===== src/rtl/metropolis_acceptor.sv =====
// Metropolis accept/reject stage: takes one proposed move, decides against the committed state,
// commits accepted moves and keeps saturating accept/reject statistics.
module metropolis_acceptor #(
    parameter int unsigned MAX_BIT_WIDTH_OF_VARIABLES_INDEX  = 2,
    parameter int unsigned MAX_BIT_WIDTH_OF_INTEGER_VARIABLE = 8,
    parameter int unsigned COST_WIDTH                        = 8,
    parameter int unsigned RAND_WIDTH                        = 8,
    parameter int unsigned COUNT_WIDTH                       = 16,
    localparam int unsigned NUM_VARS = 2 ** MAX_BIT_WIDTH_OF_VARIABLES_INDEX,
    localparam int unsigned IW       = MAX_BIT_WIDTH_OF_INTEGER_VARIABLE
) (
    input  logic                                        in_clock,
    input  logic                                        in_reset,
    input  logic [RAND_WIDTH-1:0]                       in_seed,
    input  logic                                        in_load_enable,
    input  logic [NUM_VARS-1:0]                         in_initial_boolean_assignment,
    input  logic [NUM_VARS*IW-1:0]                      in_initial_integer_assignment,
    input  logic [COST_WIDTH-1:0]                       in_initial_cost,
    input  logic [2:0]                                  in_temperature_shift,
    input  logic                                        in_proposal_valid,
    output logic                                        out_proposal_ready,
    input  logic                                        in_is_integer_move,
    input  logic [MAX_BIT_WIDTH_OF_VARIABLES_INDEX-1:0] in_variable_to_be_changed_index,
    input  logic [NUM_VARS-1:0]                         in_boolean_assignment_proposed_move,
    input  logic [IW-1:0]                               in_integer_proposed_value,
    input  logic [COST_WIDTH-1:0]                       in_proposed_cost,
    output logic [NUM_VARS-1:0]                         out_boolean_assignment,
    output logic [NUM_VARS*IW-1:0]                      out_integer_assignment,
    output logic [COST_WIDTH-1:0]                       out_current_cost,
    output logic                                        out_decision_valid,
    output logic                                        out_accepted,
    output logic [COUNT_WIDTH-1:0]                      out_accept_count,
    output logic [COUNT_WIDTH-1:0]                      out_reject_count
);

    localparam int unsigned DW = COST_WIDTH + 1;
    localparam int unsigned PW = COST_WIDTH + 3;
    localparam int unsigned KW = $clog2(RAND_WIDTH + 1);

    typedef enum logic [2:0] {
        S_IDLE,
        S_EVAL,
        S_DRAW,
        S_ACCEPT,
        S_REJECT
    } state_t;

    state_t r_state;
    state_t w_state_next;

    logic                                        r_prop_is_int;
    logic [MAX_BIT_WIDTH_OF_VARIABLES_INDEX-1:0] r_prop_index;
    logic [NUM_VARS-1:0]                         r_prop_bool;
    logic [IW-1:0]                               r_prop_int;
    logic [COST_WIDTH-1:0]                       r_prop_cost;
    logic [KW-1:0]                               r_k;
    logic [RAND_WIDTH-1:0]                       r_lfsr;

    logic [DW-1:0]         w_delta;
    logic                  w_uphill;
    logic [PW-1:0]         w_prod;
    logic [KW-1:0]         w_k;
    logic [RAND_WIDTH-1:0] w_lfsr_next;
    logic                  w_draw_accept;

    // Signed cost difference; one extra bit so it never wraps
    assign w_delta  = {1'b0, r_prop_cost} - {1'b0, out_current_cost};
    assign w_uphill = ~w_delta[DW-1] & (|w_delta);
    assign w_prod   = PW'(w_delta[COST_WIDTH-1:0]) * PW'(in_temperature_shift);
    assign w_k      = (w_prod >= PW'(RAND_WIDTH)) ? KW'(RAND_WIDTH) : KW'(w_prod);

    // Taps 8,6,5,4 of the 8-bit Fibonacci LFSR
    assign w_lfsr_next = {r_lfsr[RAND_WIDTH-2:0],
                          r_lfsr[RAND_WIDTH-1] ^ r_lfsr[RAND_WIDTH-3] ^
                          r_lfsr[RAND_WIDTH-4] ^ r_lfsr[RAND_WIDTH-5]};

    // Accept with probability 2^-k: the top k bits of the fresh draw must all be zero
    assign w_draw_accept = (r_k == '0) ||
                           ((r_k < KW'(RAND_WIDTH)) &&
                            ((w_lfsr_next >> (KW'(RAND_WIDTH) - r_k)) == '0));

    assign out_proposal_ready = (r_state == S_IDLE) & ~in_load_enable;
    assign out_decision_valid = (r_state == S_ACCEPT) | (r_state == S_REJECT);
    assign out_accepted       = (r_state == S_ACCEPT);

    always_ff @(posedge in_clock) begin
        if (in_reset) begin
            r_state <= S_IDLE;
        end else begin
            r_state <= w_state_next;
        end
    end

    always_comb begin
        w_state_next = r_state;
        case (r_state)
            S_IDLE: begin
                if (!in_load_enable && in_proposal_valid) begin
                    w_state_next = S_EVAL;
                end
            end
            S_EVAL:   w_state_next = w_uphill ? S_DRAW : S_ACCEPT;
            S_DRAW:   w_state_next = w_draw_accept ? S_ACCEPT : S_REJECT;
            S_ACCEPT: w_state_next = S_IDLE;
            S_REJECT: w_state_next = S_IDLE;
            default:  w_state_next = S_IDLE;
        endcase
    end

    // Holding registers, LFSR, committed assignment and statistics
    always_ff @(posedge in_clock) begin
        if (in_reset) begin
            r_prop_is_int          <= 1'b0;
            r_prop_index           <= '0;
            r_prop_bool            <= '0;
            r_prop_int             <= '0;
            r_prop_cost            <= '0;
            r_k                    <= '0;
            r_lfsr                 <= (in_seed == '0) ? RAND_WIDTH'(1) : in_seed;
            out_boolean_assignment <= '0;
            out_integer_assignment <= '0;
            out_current_cost       <= '0;
            out_accept_count       <= '0;
            out_reject_count       <= '0;
        end else begin
            case (r_state)
                S_IDLE: begin
                    if (in_load_enable) begin
                        out_boolean_assignment <= in_initial_boolean_assignment;
                        out_integer_assignment <= in_initial_integer_assignment;
                        out_current_cost       <= in_initial_cost;
                        out_accept_count       <= '0;
                        out_reject_count       <= '0;
                    end else if (in_proposal_valid) begin
                        r_prop_is_int <= in_is_integer_move;
                        r_prop_index  <= in_variable_to_be_changed_index;
                        r_prop_bool   <= in_boolean_assignment_proposed_move;
                        r_prop_int    <= in_integer_proposed_value;
                        r_prop_cost   <= in_proposed_cost;
                    end
                end
                S_EVAL: r_k <= w_k;
                S_DRAW: r_lfsr <= w_lfsr_next;
                S_ACCEPT: begin
                    if (r_prop_is_int) begin
                        out_integer_assignment[32'(r_prop_index) * IW +: IW] <= r_prop_int;
                    end else begin
                        out_boolean_assignment <= r_prop_bool;
                    end
                    out_current_cost <= r_prop_cost;
                    if (out_accept_count != '1) begin
                        out_accept_count <= out_accept_count + COUNT_WIDTH'(1);
                    end
                end
                S_REJECT: begin
                    if (out_reject_count != '1) begin
                        out_reject_count <= out_reject_count + COUNT_WIDTH'(1);
                    end
                end
                default: ;
            endcase
        end
    end

endmodule


===== config.mk =====
export PLATFORM = sky130hd
export DESIGN_NAME = metropolis_acceptor
export DESIGN_NICKNAME = d
export VERILOG_FILES = /design/src/rtl/metropolis_acceptor.sv
export SDC_FILE = /design/constraint.sdc
export NUM_CORES = 1
export LEC_CHECK = 0
export CORE_ASPECT_RATIO = 2
export CORE_UTILIZATION = 50
export DETAILED_ROUTE_END_ITERATION = 10
export PLACE_DENSITY = 0.85
export SLEW_MARGIN = 30
export SYNTH_ARGS = -nofsm -noshare
export SYNTH_HDL_FRONTEND = slang
export SYNTH_SLANG_ARGS = --single-unit

===== constraint.sdc =====
create_clock -name in_clock -period 9.18 [get_ports in_clock]
set_input_delay 2.295 -clock in_clock [delete_from_list [all_inputs] [get_ports in_clock]]
set_output_delay 2.295 -clock in_clock [all_outputs]
set_load 0.1 [all_outputs]

After elaboration in Yosys (flattened, before gate mapping)
Index checks and enable logic that the tools add are counted.
- logic and storage cells: 84
- bits of input ports: 82
- ROM bits: 0
- memories kept: 0
- register bits: 114
- bits in writable memories: 0
- latch bits: 0
- order comparisons: 2
- multiplexer cells: 22
- multiply operators: 1
- div/mod/pow operators: 0
- reduce and logical (&&, ||, !) cells: 18
- shift-type cells: 3
- equal/unequal tests: 12
- add/sub/neg operators: 5
- bitwise logic cells: 8
- operator list (operator ; number):
    $mux W32 ; 2
    $pmux W16 S2 ; 2
    $pmux W32 S2 ; 1
    $mux W16 ; 3
    $neg A5 Y34 ; 1
    $shift A8 B34 Y32 const A ; 1
    $shiftx A8 B34 Y32 ; 1
    $add A16 B1 Y16 const B ; 2
    $bwmux W32 ; 1
    $mux W8 ; 4
    $ne A16 B16 Y1 const B ; 2
    $logic_not A8 Y1 ; 2
    $pmux W8 S2 ; 1
    $reduce_and A3 Y1 ; 5
    $mux W4 ; 3
    $ge A11 B4 Y1 const B ; 1
    $mul A8 B3 Y11 ; 1
    $pmux W3 S3 ; 1
    $reduce_or A9 Y1 ; 1
    $sub A8 B8 Y9 ; 1
    $ne A2 B1 Y1 const B ; 4
    $pmux W4 S2 ; 1
    $shr A8 B4 Y8 ; 1
    $eq A3 B2 Y1 const B ; 2
    18 further kinds ; 27

Longest topological paths before layout
Gate-level depths: netlist of the first run.
- depth in word-level cells: 9
- mapped depth: 17

Worst setup path before layout of the first run
No wires, ideal clock.
- path kind: in2out
- from: input in_load_enable
- to: output out_proposal_ready
- path buffers: 0
- slack: 1.706 ns
- stages on the path: 1
- arrival: 5.179 ns
- cells stage by stage: nor4_1
- word-level cells in the longest chain between the ends: 2
- ends and longest elaborated chain (element ; RTL line ; text):
    start: declaration ; 15 ; input logic in_load_enable,
    $not A1 Y1 (no source line) ; - ;
    $and A1 B1 Y1 ; 82 ; assign out_proposal_ready = (r_state == S_IDLE) & ~in_load_enable;
    end: declaration ; 21 ; output logic out_proposal_ready,
No other way between the ends.

Worst setup path after layout of the first run
Ends and elaborated chain as after synthesis.

==> out/results.txt, run 1 <==
hold wc startpoint: r_prop_bool[2]$_SDFFE_PP0P_
Worst IR Drop VDD: 0.302 mV
Fillers: 901
RSZ-0062 raised after global routing: no
antenna violations before repair: 0
largest net degree at the start of global routing: 92
FF-to-FF Start: out_current_cost[0]$_SDFFE_PP0P_
Reg-to-Reg End: r_k[0]$_SDFFE_PP0P_
DP HPWL: 13000 um
vias in the first global route: 5833
CTS tree: done
DR vias: 5775
skew final: 0.00601 ns
Tmin final: 6.59 ns
Inserted Clock Buffers: 17
Mapped Cells: 690
most used cell, CP: clkdlybuf4s50_1
pre-CTS WS: 2.59 ns
largest cells by area after synthesis: dfxtp_1, nand2_1, nor2_1
# nets final: 953
Routed Antenna Nets: 0
Post-synth top cells: dfxtp_1, nand2_1, nor2_1, a21oi_1, a22oi_1
R2R Setup Slk: 4.85 ns
slowest CP cell: clkdlybuf4s50_1
die height: 155 um
post-cts resize count: 0
clock slew at reported path FFs: 0.05 ns
relative slew slack: 30.8%
Seq/Total Area, Yosys: 40.5%
Clock Path Buffers: 2
Synth async-reset ratio: 0%
Hold Fails Final Rpt: 0
area share of and/or/nand/nor cells after synthesis: 21.5%
synth warn: 0
dpl cell area: 7490 um^2
gpl congestion: 0.839
Final setup viols: 0
die width: 78.3 um
pwr/cell area: 294 nW/um^2
Die ar.: 12100 um^2
first-pass GRT wire length: 28600 um
Fmax: 0.152 GHz
DR WL/cell: 18.3 um
hold depth: 2
top-count cell post-synth: dfxtp_1
Tot GR Track Use: 30.5%
Post-synth EDFFs: 8
post-synthesis adder-cell area fraction: 8.12%
mux cell area share after synthesis: 1.52%
cts hold-fix bufs: 0
Worst Hold End: r_prop_bool[2]$_SDFFE_PP0P_
largest area contributor in the netlist: dfxtp_1
initial core utilization: 51.3%
final number of max-transition violations: 0
Worst R2R Path Depth: 15
CP Max Fanout: 4
post-synthesis compound-gate area fraction: 18.5%
area delta synth->final: 39.6%
fraction of layout cells with a size suffix above 1: 5.99%
Yosys top cell area share: 36.4%
Arrival @ worst endpoint: 4.29 ns
Hold WC Path Type: reg2reg
Core Box Area: 11400 um^2
IO Pins: 161
ys flop type: dfxtp_1
syn avg cell area: 8.44 um^2
Routed WL: 18200 um
finished layout cell area: 8140 um^2
Post-Syn Nets: 805
critical-path cell list: clkdlybuf4s50_1 -> nor4_1 -> clkdlybuf4s50_1
clk root buf: clkbuf_16
Critical Path RT: 6.89 ns
Critical Path End Type: output port
Synth Cell Area: 5830 um^2
total gr overflow: 0
Worst-Skew Late Latency: 0.41 ns
setup TNS: 0 ns
CP max stage delay: 1.21 ns
Vias per Instance: 5.82
Max H-tree Level: 4
worst setup margin: 2.59 ns
Setup Fix Bufs, Post-CTS: 0
n_diodes: 0
Leak: 3.01 nW
crit path kind: in2out
Max Cap Violations: 0
Row Count: 55
CTS sink cnt: 114
status: finished clean
Remaining DRCs: 0
Setup crit start kind: input pin
DR iter-0 viols: 248
Worst-Margin Slew: 1.03 ns
Synth cell types: 57
fin crit share: 71.8%
XOR/XNOR Fraction of Synth Area: 5.56%
Synth Register Bits: 114
largest family of logic cells by synthesized area: simple AND/OR/NAND/NOR gates
PortBufs: 160
DRT Pass-1 Iters: 5
[sequential cells by signal, indices dropped and copies added, names as in the netlist]
name	flops
r_prop_cost	8
r_prop_index	2
out_integer_assignment	32
r_state	3
r_prop_is_int	1
out_current_cost	8
out_reject_count	16
r_k	4
out_boolean_assignment	4
r_lfsr	8
out_accept_count	16
r_prop_bool	4
r_prop_int	8
[logic make-up (layout without fill, tap and decap cells)]
family / after synthesis / count (layout)
xor+xnor: 37 / 37
fa+ha+maj: 33 / 33
simple gates: 276 / 276
mux: 8 / 8
flops: 114 / 114
compound gates: 160 / 160
buf+inv: 62 / 223
[cells in the final DEF, fill, tap and decap left out, types with 6 or more instances in the layout]
| cell | count |
|---|---|
| nor3_1 | 8 |
| xor2_1 | 27 |
| edfxtp_1 | 8 |
| and2_1 | 12 |
| nor2_1 | 98 |
| mux2_2 | 7 |
| ha_1 | 25 |
| clkbuf_16 | 18 |
| dfxtp_1 | 106 |
| nor2b_1 | 6 |
| a21oi_1 | 49 |
| inv_1 | 27 |
| fa_1 | 8 |
| clkdlybuf4s50_1 | 159 |
| nand4_1 | 10 |
| a22oi_1 | 42 |
| nand3_1 | 14 |
| xnor2_1 | 10 |
| o211ai_1 | 6 |
| nand2_1 | 100 |
| a211oi_1 | 27 |
[routing by layer]
metal | share of wire (%) | global-route usage [%] | wire [um]
met2 | 56 | 57.6 | 10200
met1 | 35 | 29.6 | 6290
met4 | 4.0 | 17.2 | 723
met3 | 5.5 | 6.67 | 990
met5 | 0 | 0 | 0
[stage by stage]
step,util (%),power (mW),hold slack [ns],cells
6_report,71.6,2.40,0.454,993
5_1_grt,71.6,2.51,0.487,993
4_1_cts,71.6,2.40,0.457,993
3_5_place_dp,66.0,1.69,0.450,961
3_3_place_gp,65.9,1.65,0.442,961
2_1_floorplan,-,1.41,0.437,690
[area by class of cell]
type	instances	area, um^2	area share (%)
Clock inverter	10	146	1.80
Tap cell	142	178	2.18
Clock buffer	22	495	6.09
Timing Repair Buffer	163	1620	19.9
Multi-Input combinational cell	514	3230	39.7
Sequential cell	114	2360	29.0
Inverter	28	105	1.29
[worst max-delay path by stage]
stage,endpoint,startpoint,cells past startpoint
after global placement,out_proposal_ready,in_load_enable,3
after CTS,out_proposal_ready,in_load_enable,3
final,out_proposal_ready,in_load_enable,3
after floorplan,out_proposal_ready,in_load_enable,1
after global routing,out_proposal_ready,in_load_enable,3
after detailed placement,out_proposal_ready,in_load_enable,3
[report_power, final]
| part | switching (mW) | internal [mW] |
|---|---|---|
| combinational | 0.734 | 0.314 |
| sequential | 0.0631 | 0.577 |
| clock | 0.241 | 0.466 |
| total | 1.04 | 1.36 |
[critical path, delay by kind of cell]
kind,cells,cell delay (ns)
buffers and inverters,2,1.70
and+or+nand+nor,1,0.29
Note: power is estimated with default switching activity, not from simulation.
==> run 2: changes to the inputs <==
--- a/config.mk
+++ b/config.mk
@@ -6,9 +6,9 @@
 export NUM_CORES = 1
 export LEC_CHECK = 0
 export CORE_ASPECT_RATIO = 2
-export CORE_UTILIZATION = 50
+export CORE_UTILIZATION = 44
 export DETAILED_ROUTE_END_ITERATION = 10
-export PLACE_DENSITY = 0.85
+export PLACE_DENSITY = 0.79
 export SLEW_MARGIN = 30
 export SYNTH_ARGS = -nofsm -noshare
 export SYNTH_HDL_FRONTEND = slang
==> constraint.sdc (replaced) <==
create_clock -name in_clock -period 5.9 [get_ports in_clock]
set_input_delay 1.475 -clock in_clock [delete_from_list [all_inputs] [get_ports in_clock]]
set_output_delay 1.475 -clock in_clock [all_outputs]
set_load 0.1 [all_outputs]
==> out/results.txt, run 2 (synthesis gave the netlist of run 1 again) <==
most common cell after layout, fill and taps aside: clkdlybuf4s50_1
Worst-Skew Late Latency: 0.41 ns (about the same)
WHS: 0.455 ns (+0.00136 ns)
pwr/cell area: 437 nW/um^2 (+48%)
PortBufs: 160 (unchanged)
clk root buf: clkbuf_16
Vias per Instance: 5.53 (-4.9%)
Hold Fails Final Rpt: 0 (unchanged)
slowest CP cell: clkdlybuf4s50_1
Hold WC Path Type: reg2reg
area of the multi-input gates: 3220 um^2 (-0.16%)
n_diodes: 0 (unchanged)
Worst IR Drop VDD: 0.299 mV (-0.96%)
Fmax: 0.231 GHz
vias in the first global route: 5563 (-4.6%)
Core Box Area: 13000 um^2 (+14%)
Max Cap Violations: 0 (unchanged)
Remaining DRCs: 0 (unchanged)
Final setup viols: 0 (unchanged)
CP max stage delay: 0.66 ns (-0.55 ns)
Tmin final: 4.33 ns
largest net degree at the start of global routing: 71 (-23%)
Routed WL: 17300 um (-4.8%)
Worst-Margin Slew: 1.05 ns (+0.0122 ns)
Setup crit start kind: input pin
Max H-tree Level: 4 (unchanged)
first-pass GRT wire length: 27400 um (-4.1%)
fraction of layout cells with a size suffix above 1: 6.33% (+0.34 points)
DR iter-0 viols: 235 (-5.2%)
Die ar.: 13700 um^2 (+13%)
Pwr Total: 3.51 mW (+47%)
Clock Path Buffers: 2 (unchanged)
total gr overflow: 0 (unchanged)
Tot GR Track Use: 25.5% (-5.0 points)
skew final: 0.0111 ns (+0.00507 ns)
critical-path cell list: clkdlybuf4s50_1 -> nand2_1 -> fa_1 -> inv_1 -> ha_1 -> fa_1 -> nor4_1 -> nand2_1 -> nor4b_1 -> a32oi_1 -> nor2_1
DR vias: 5559 (-3.7%)
CTS tree: done
CP Max Fanout: 8 (+4)
Critical Path RT: 6.24 ns (-0.65 ns)
Critical Path End Type: flip-flop
antenna violations before repair: 0 (unchanged)
RSZ-0062 raised after global routing: no
area delta synth->final: 38.1%
gpl congestion: 0.846 (+0.81%)
clock slew at reported path FFs: 0.06 ns (about the same)
top flop regs: out_integer_assignment (32), out_accept_count (16), out_reject_count (16)
status: finished clean
DP HPWL: 12600 um (-2.6%)
cts hold-fix bufs: 0 (unchanged)
post-cts resize count: 0 (unchanged)
Fillers: 1121 (+24%)
leading cell types in the layout, fill and taps excluded: clkdlybuf4s50_1, dfxtp_1, nand2_1, nor2_1, a21oi_1
relative slew slack: 30.0% (-0.81 points)
IO Pins: 161 (unchanged)
DR WL/cell: 17.2 um (-5.9%)
CTS sink cnt: 114 (unchanged)
Arrival @ worst endpoint: 4.67 ns (+0.38 ns)
die height: 165 um (+6.5%)
DRT Pass-1 Iters: 5 (unchanged)
initial core utilization: 44.8% (-6.5 points)
setup TNS: 0 ns (unchanged)
die width: 83.4 um (+6.4%)
# nets final: 955 (+0.21%)
Inserted Clock Buffers: 17 (unchanged)
crit path kind: in2reg
register area: 2360 um^2 (unchanged)
Row Count: 59 (+7.3%)
final number of max-transition violations: 0 (unchanged)
max FFs per register: 32 (unchanged)
Routed Antenna Nets: 0 (unchanged)
fin crit share: 73.4%
Layout Utilization: 61.9% (-9.7 points)
most flop-heavy register: out_integer_assignment
Leak: 2.98 nW (-1.0%)
Setup Fix Bufs, Post-CTS: 0 (unchanged)
==> run 2: changes by cell type in the layout (fill, tap and decap cells not counted), moves of 2 or more <==
cell / before / now
inv_4: 0 / 2
clkbuf_8: 3 / 1
bufinv_16: 3 / 0
clkinv_2: 0 / 5
buf_4: 3 / 6
==> run 2: stage by stage <==
| stage | instance area [um^2] | worst slack, ns | instances |
|---|---|---|---|
| 2_1_floorplan | 5830 | 0.0656 | 690 |
| 3_3_place_gp | 7510 | 1.26 | 973 |
| 3_5_place_dp | 7510 | 1.21 | 973 |
| 4_1_cts | 8040 | 1.64 | 1005 |
| 5_1_grt | 8040 | 1.34 | 1005 |
| 6_report | 8040 | 1.57 | 1005 |
==> run 2: metal layers <==
metal	GRT usage [%]	part of all wire, %	vias up
met1	25.4	36	2630
met2	49.9	56	152
met3	4.40	3.8	42
met5	0	0	-
li1	-	-	2735
met4	12.9	3.8	0
==> run 2: report_power, final <==
group,total [mW],leakage (nW),switching [mW],internal [mW]
combinational,1.62,1.78,1.13,0.488
clock,0.911,0.260,0.367,0.545
sequential,0.984,0.944,0.0866,0.897
total,3.51,2.98,1.58,1.93
==> run 2: area by class of cell <==
cell class	instances	area share, %
multi-input combinational	514	40.1
sequential	114	29.4
timing repair buffer	165	20.3
clock buffer	19	5.51
tap	152	2.36
inverter	28	1.31
clock inverter	13	1.07
==> run 2: worst paths after layout <==
path	startpoint	to	slack, ns	cells past startpoint
max	in_temperature_shift[0]	r_k[0]$_SDFFE_PP0P_	1.57	11
max reg2reg	out_current_cost[0]$_SDFFE_PP0P_	r_k[0]$_SDFFE_PP0P_	1.64	15
min	r_prop_bool[0]$_SDFFE_PP0P_	r_prop_bool[0]$_SDFFE_PP0P_	0.46	2
min reg2reg	r_prop_bool[0]$_SDFFE_PP0P_	r_prop_bool[0]$_SDFFE_PP0P_	0.46	2
==> run 2: worst max-delay path: cells and delay by family <==
family / cells / cell delay, ns
AO/OA/AOI/OAI: 1 / 0.19
adder cells (fa/ha/maj): 3 / 1.16
buffers and inverters: 2 / 0.70
AND/OR/NAND/NOR: 5 / 1.14
==> run 3: changes to the inputs <==
--- a/config.mk
+++ b/config.mk
@@ -6,9 +6,9 @@
 export NUM_CORES = 1
 export LEC_CHECK = 0
 export CORE_ASPECT_RATIO = 2
-export CORE_UTILIZATION = 44
+export CORE_UTILIZATION = 49
 export DETAILED_ROUTE_END_ITERATION = 10
-export PLACE_DENSITY = 0.79
+export PLACE_DENSITY = 0.83
 export SLEW_MARGIN = 30
 export SYNTH_ARGS = -nofsm -noshare
 export SYNTH_HDL_FRONTEND = slang
==> constraint.sdc (replaced) <==
create_clock -name in_clock -period 4.35 [get_ports in_clock]
set_input_delay 1.0875 -clock in_clock [delete_from_list [all_inputs] [get_ports in_clock]]
set_output_delay 1.0875 -clock in_clock [all_outputs]
set_load 0.1 [all_outputs]
==> out/results.txt, run 3 (synthesis gave the netlist of run 1 again) <==
Inserted Clock Buffers: 17 (unchanged)
status: finished clean
Row Count: 56 (-5.1%)
IO Pins: 161 (unchanged)
initial core utilization: 50.1% (+5.2 points)
DR iter-0 viols: 286 (+22%)
register area: 2360 um^2 (+0.11%)
fraction of layout cells with a size suffix above 1: 7.02% (+0.69 points)
leading cell types in the layout, fill and taps excluded: clkdlybuf4s50_1, dfxtp_1, nand2_1, nor2_1, a21oi_1
CP Max Fanout: 4 (-4)
Arrival @ worst endpoint: 4.32 ns (-0.35 ns)
Remaining DRCs: 0 (unchanged)
Worst IR Drop VDD: 0.393 mV (+31%)
Final setup viols: 0 (unchanged)
Max Cap Violations: 0 (unchanged)
Setup Fix Bufs, Post-CTS: 0 (unchanged)
DR WL/cell: 17.6 um (+2.3%)
area delta synth->final: 38.5%
Hold Fails Final Rpt: 0 (unchanged)
Critical Path RT: 4.70 ns (-1.54 ns)
DRT Pass-1 Iters: 5 (unchanged)
Critical Path End Type: flip-flop
WHS: 0.458 ns (+0.00265 ns)
Tmin final: 3.97 ns
largest net degree at the start of global routing: 66 (-7.0%)
n_diodes: 0 (unchanged)
total gr overflow: 0 (unchanged)
PortBufs: 160 (unchanged)
Routed Antenna Nets: 0 (unchanged)
first-pass GRT wire length: 28100 um (+2.5%)
final number of max-transition violations: 0 (unchanged)
Setup crit start kind: flip-flop
Hold WC Path Type: reg2reg
Clock Path Buffers: 2 (unchanged)
setup TNS: 0 ns (unchanged)
critical-path cell list: inv_1 -> ha_1 -> inv_1 -> fa_1 -> a21oi_1 -> o211ai_1 -> a21oi_1 -> xnor2_1 -> nand2_1 -> fa_1 -> inv_1 -> ha_1 -> or4_1 -> nor4b_2 -> buf_4 -> a32oi_1 -> nor2_1
# nets final: 957 (+0.21%)
Leak: 3.01 nW (+0.81%)
Worst-Margin Slew: 1.05 ns (+0.000302 ns)
RSZ-0062 raised after global routing: no
DP HPWL: 13100 um (+3.3%)
Worst-Skew Late Latency: 0.41 ns (about the same)
Fillers: 946 (-16%)
die width: 79.1 um (-5.1%)
CP max stage delay: 0.59 ns (-0.07 ns)
gpl congestion: 0.922 (+9.0%)
CP bufs+invs: 4 (+2)
Max H-tree Level: 4 (unchanged)
Die ar.: 12400 um^2 (-10%)
antenna violations before repair: 0 (unchanged)
Vias per Instance: 5.67 (+2.5%)
top flop regs: out_integer_assignment (32), out_accept_count (16), out_reject_count (16)
Routed WL: 17600 um (+1.8%)
relative slew slack: 30.0% (about the same)
most flop-heavy register: out_integer_assignment
CTS sink cnt: 114 (unchanged)
vias in the first global route: 5832 (+4.8%)
most used cell, CP: inv_1
most common cell after layout, fill and taps aside: clkdlybuf4s50_1
skew final: 0.0117 ns (+0.000617 ns)
CTS tree: done
clk root buf: clkbuf_16
fin crit share: 91.4%
die height: 156 um (-5.2%)
pwr/cell area: 598 nW/um^2 (+37%)
max FFs per register: 32 (unchanged)
crit path kind: reg2reg
slowest CP cell: or4_1
Core Box Area: 11600 um^2 (-10%)
largest delay contributor family on the critical path: adder cells
area of the multi-input gates: 3230 um^2 (+0.31%)
clock slew at reported path FFs: 0.06 ns (about the same)
Tot GR Track Use: 29.5% (+4.0 points)
Fmax: 0.252 GHz
DR vias: 5668 (+2.0%)
-- run 3: worst paths after layout --
kind / start / endpoint / slack, ns / cells after the start
max: r_prop_cost[0]$_SDFFE_PP0P_ / r_k[0]$_SDFFE_PP0P_ / 0.38 / 17
min: r_prop_bool[1]$_SDFFE_PP0P_ / r_prop_bool[1]$_SDFFE_PP0P_ / 0.46 / 2
max reg2reg: r_prop_cost[0]$_SDFFE_PP0P_ / r_k[0]$_SDFFE_PP0P_ / 0.38 / 17
min reg2reg: r_prop_bool[1]$_SDFFE_PP0P_ / r_prop_bool[1]$_SDFFE_PP0P_ / 0.46 / 2
-- run 3: report_power, final --
| part | switching, mW | internal [mW] | leakage, nW |
|---|---|---|---|
| Clock | 0.476 | 0.782 | 0.265 |
| Sequential | 0.124 | 1.22 | 0.945 |
| Combinational | 1.56 | 0.667 | 1.80 |
-- run 3: what timing repair did --
| action | in CTS | in global routing |
|---|---|---|
| gates resized for setup | 0 | 1 |
| hold buffers | 0 | 0 |
| endpoints found under the setup margin | 0 | 2 |
-- run 3: worst register-to-register path, cell delays in order, from the launching register on --
cell	delay, ns
dfxtp_1	0.33
inv_1	0.06
ha_1	0.15
inv_1	0.05
fa_1	0.39
a21oi_1	0.26
o211ai_1	0.13
a21oi_1	0.19
xnor2_1	0.21
nand2_1	0.12
fa_1	0.49
inv_1	0.04
ha_1	0.27
or4_1	0.59
nor4b_2	0.29
buf_4	0.17
a32oi_1	0.09
nor2_1	0.09
-- run 3: cell type report --
class | count | area share (%)
Clock buffer | 23 | 6.05
Clock inverter | 9 | 0.698
Inverter | 28 | 1.30
Multi-Input combinational cell | 514 | 40.1
Sequential cell | 114 | 29.3
Tap cell | 145 | 2.25
Timing Repair Buffer | 167 | 20.3
-- run 3: metrics by stage --
stage / setup slack, ns / total power, mW / utilization (%) / std cells / area [um^2]
after floorplan: 0.0941 / 2.98 / - / 690 / 5830
after global placement: 0.331 / 3.51 / 64.6 / 968 / 7510
after detailed placement: 0.254 / 3.56 / 64.7 / 968 / 7520
after CTS: 0.401 / 4.82 / 69.3 / 1000 / 8070
after global routing: 0.102 / 5.07 / 69.4 / 1000 / 8070
final: 0.375 / 4.82 / 69.4 / 1000 / 8070
-- run 3: routing by layer --
| layer | up-vias | part of all wire (%) | track usage [%] |
|---|---|---|---|
| met5 | - | 0 | 0 |
| met4 | 0 | 4.7 | 19.0 |
| met3 | 63 | 4.3 | 5.79 |
| met2 | 197 | 56 | 55.2 |
| met1 | 2674 | 35 | 28.4 |
| li1 | 2734 | - | - |
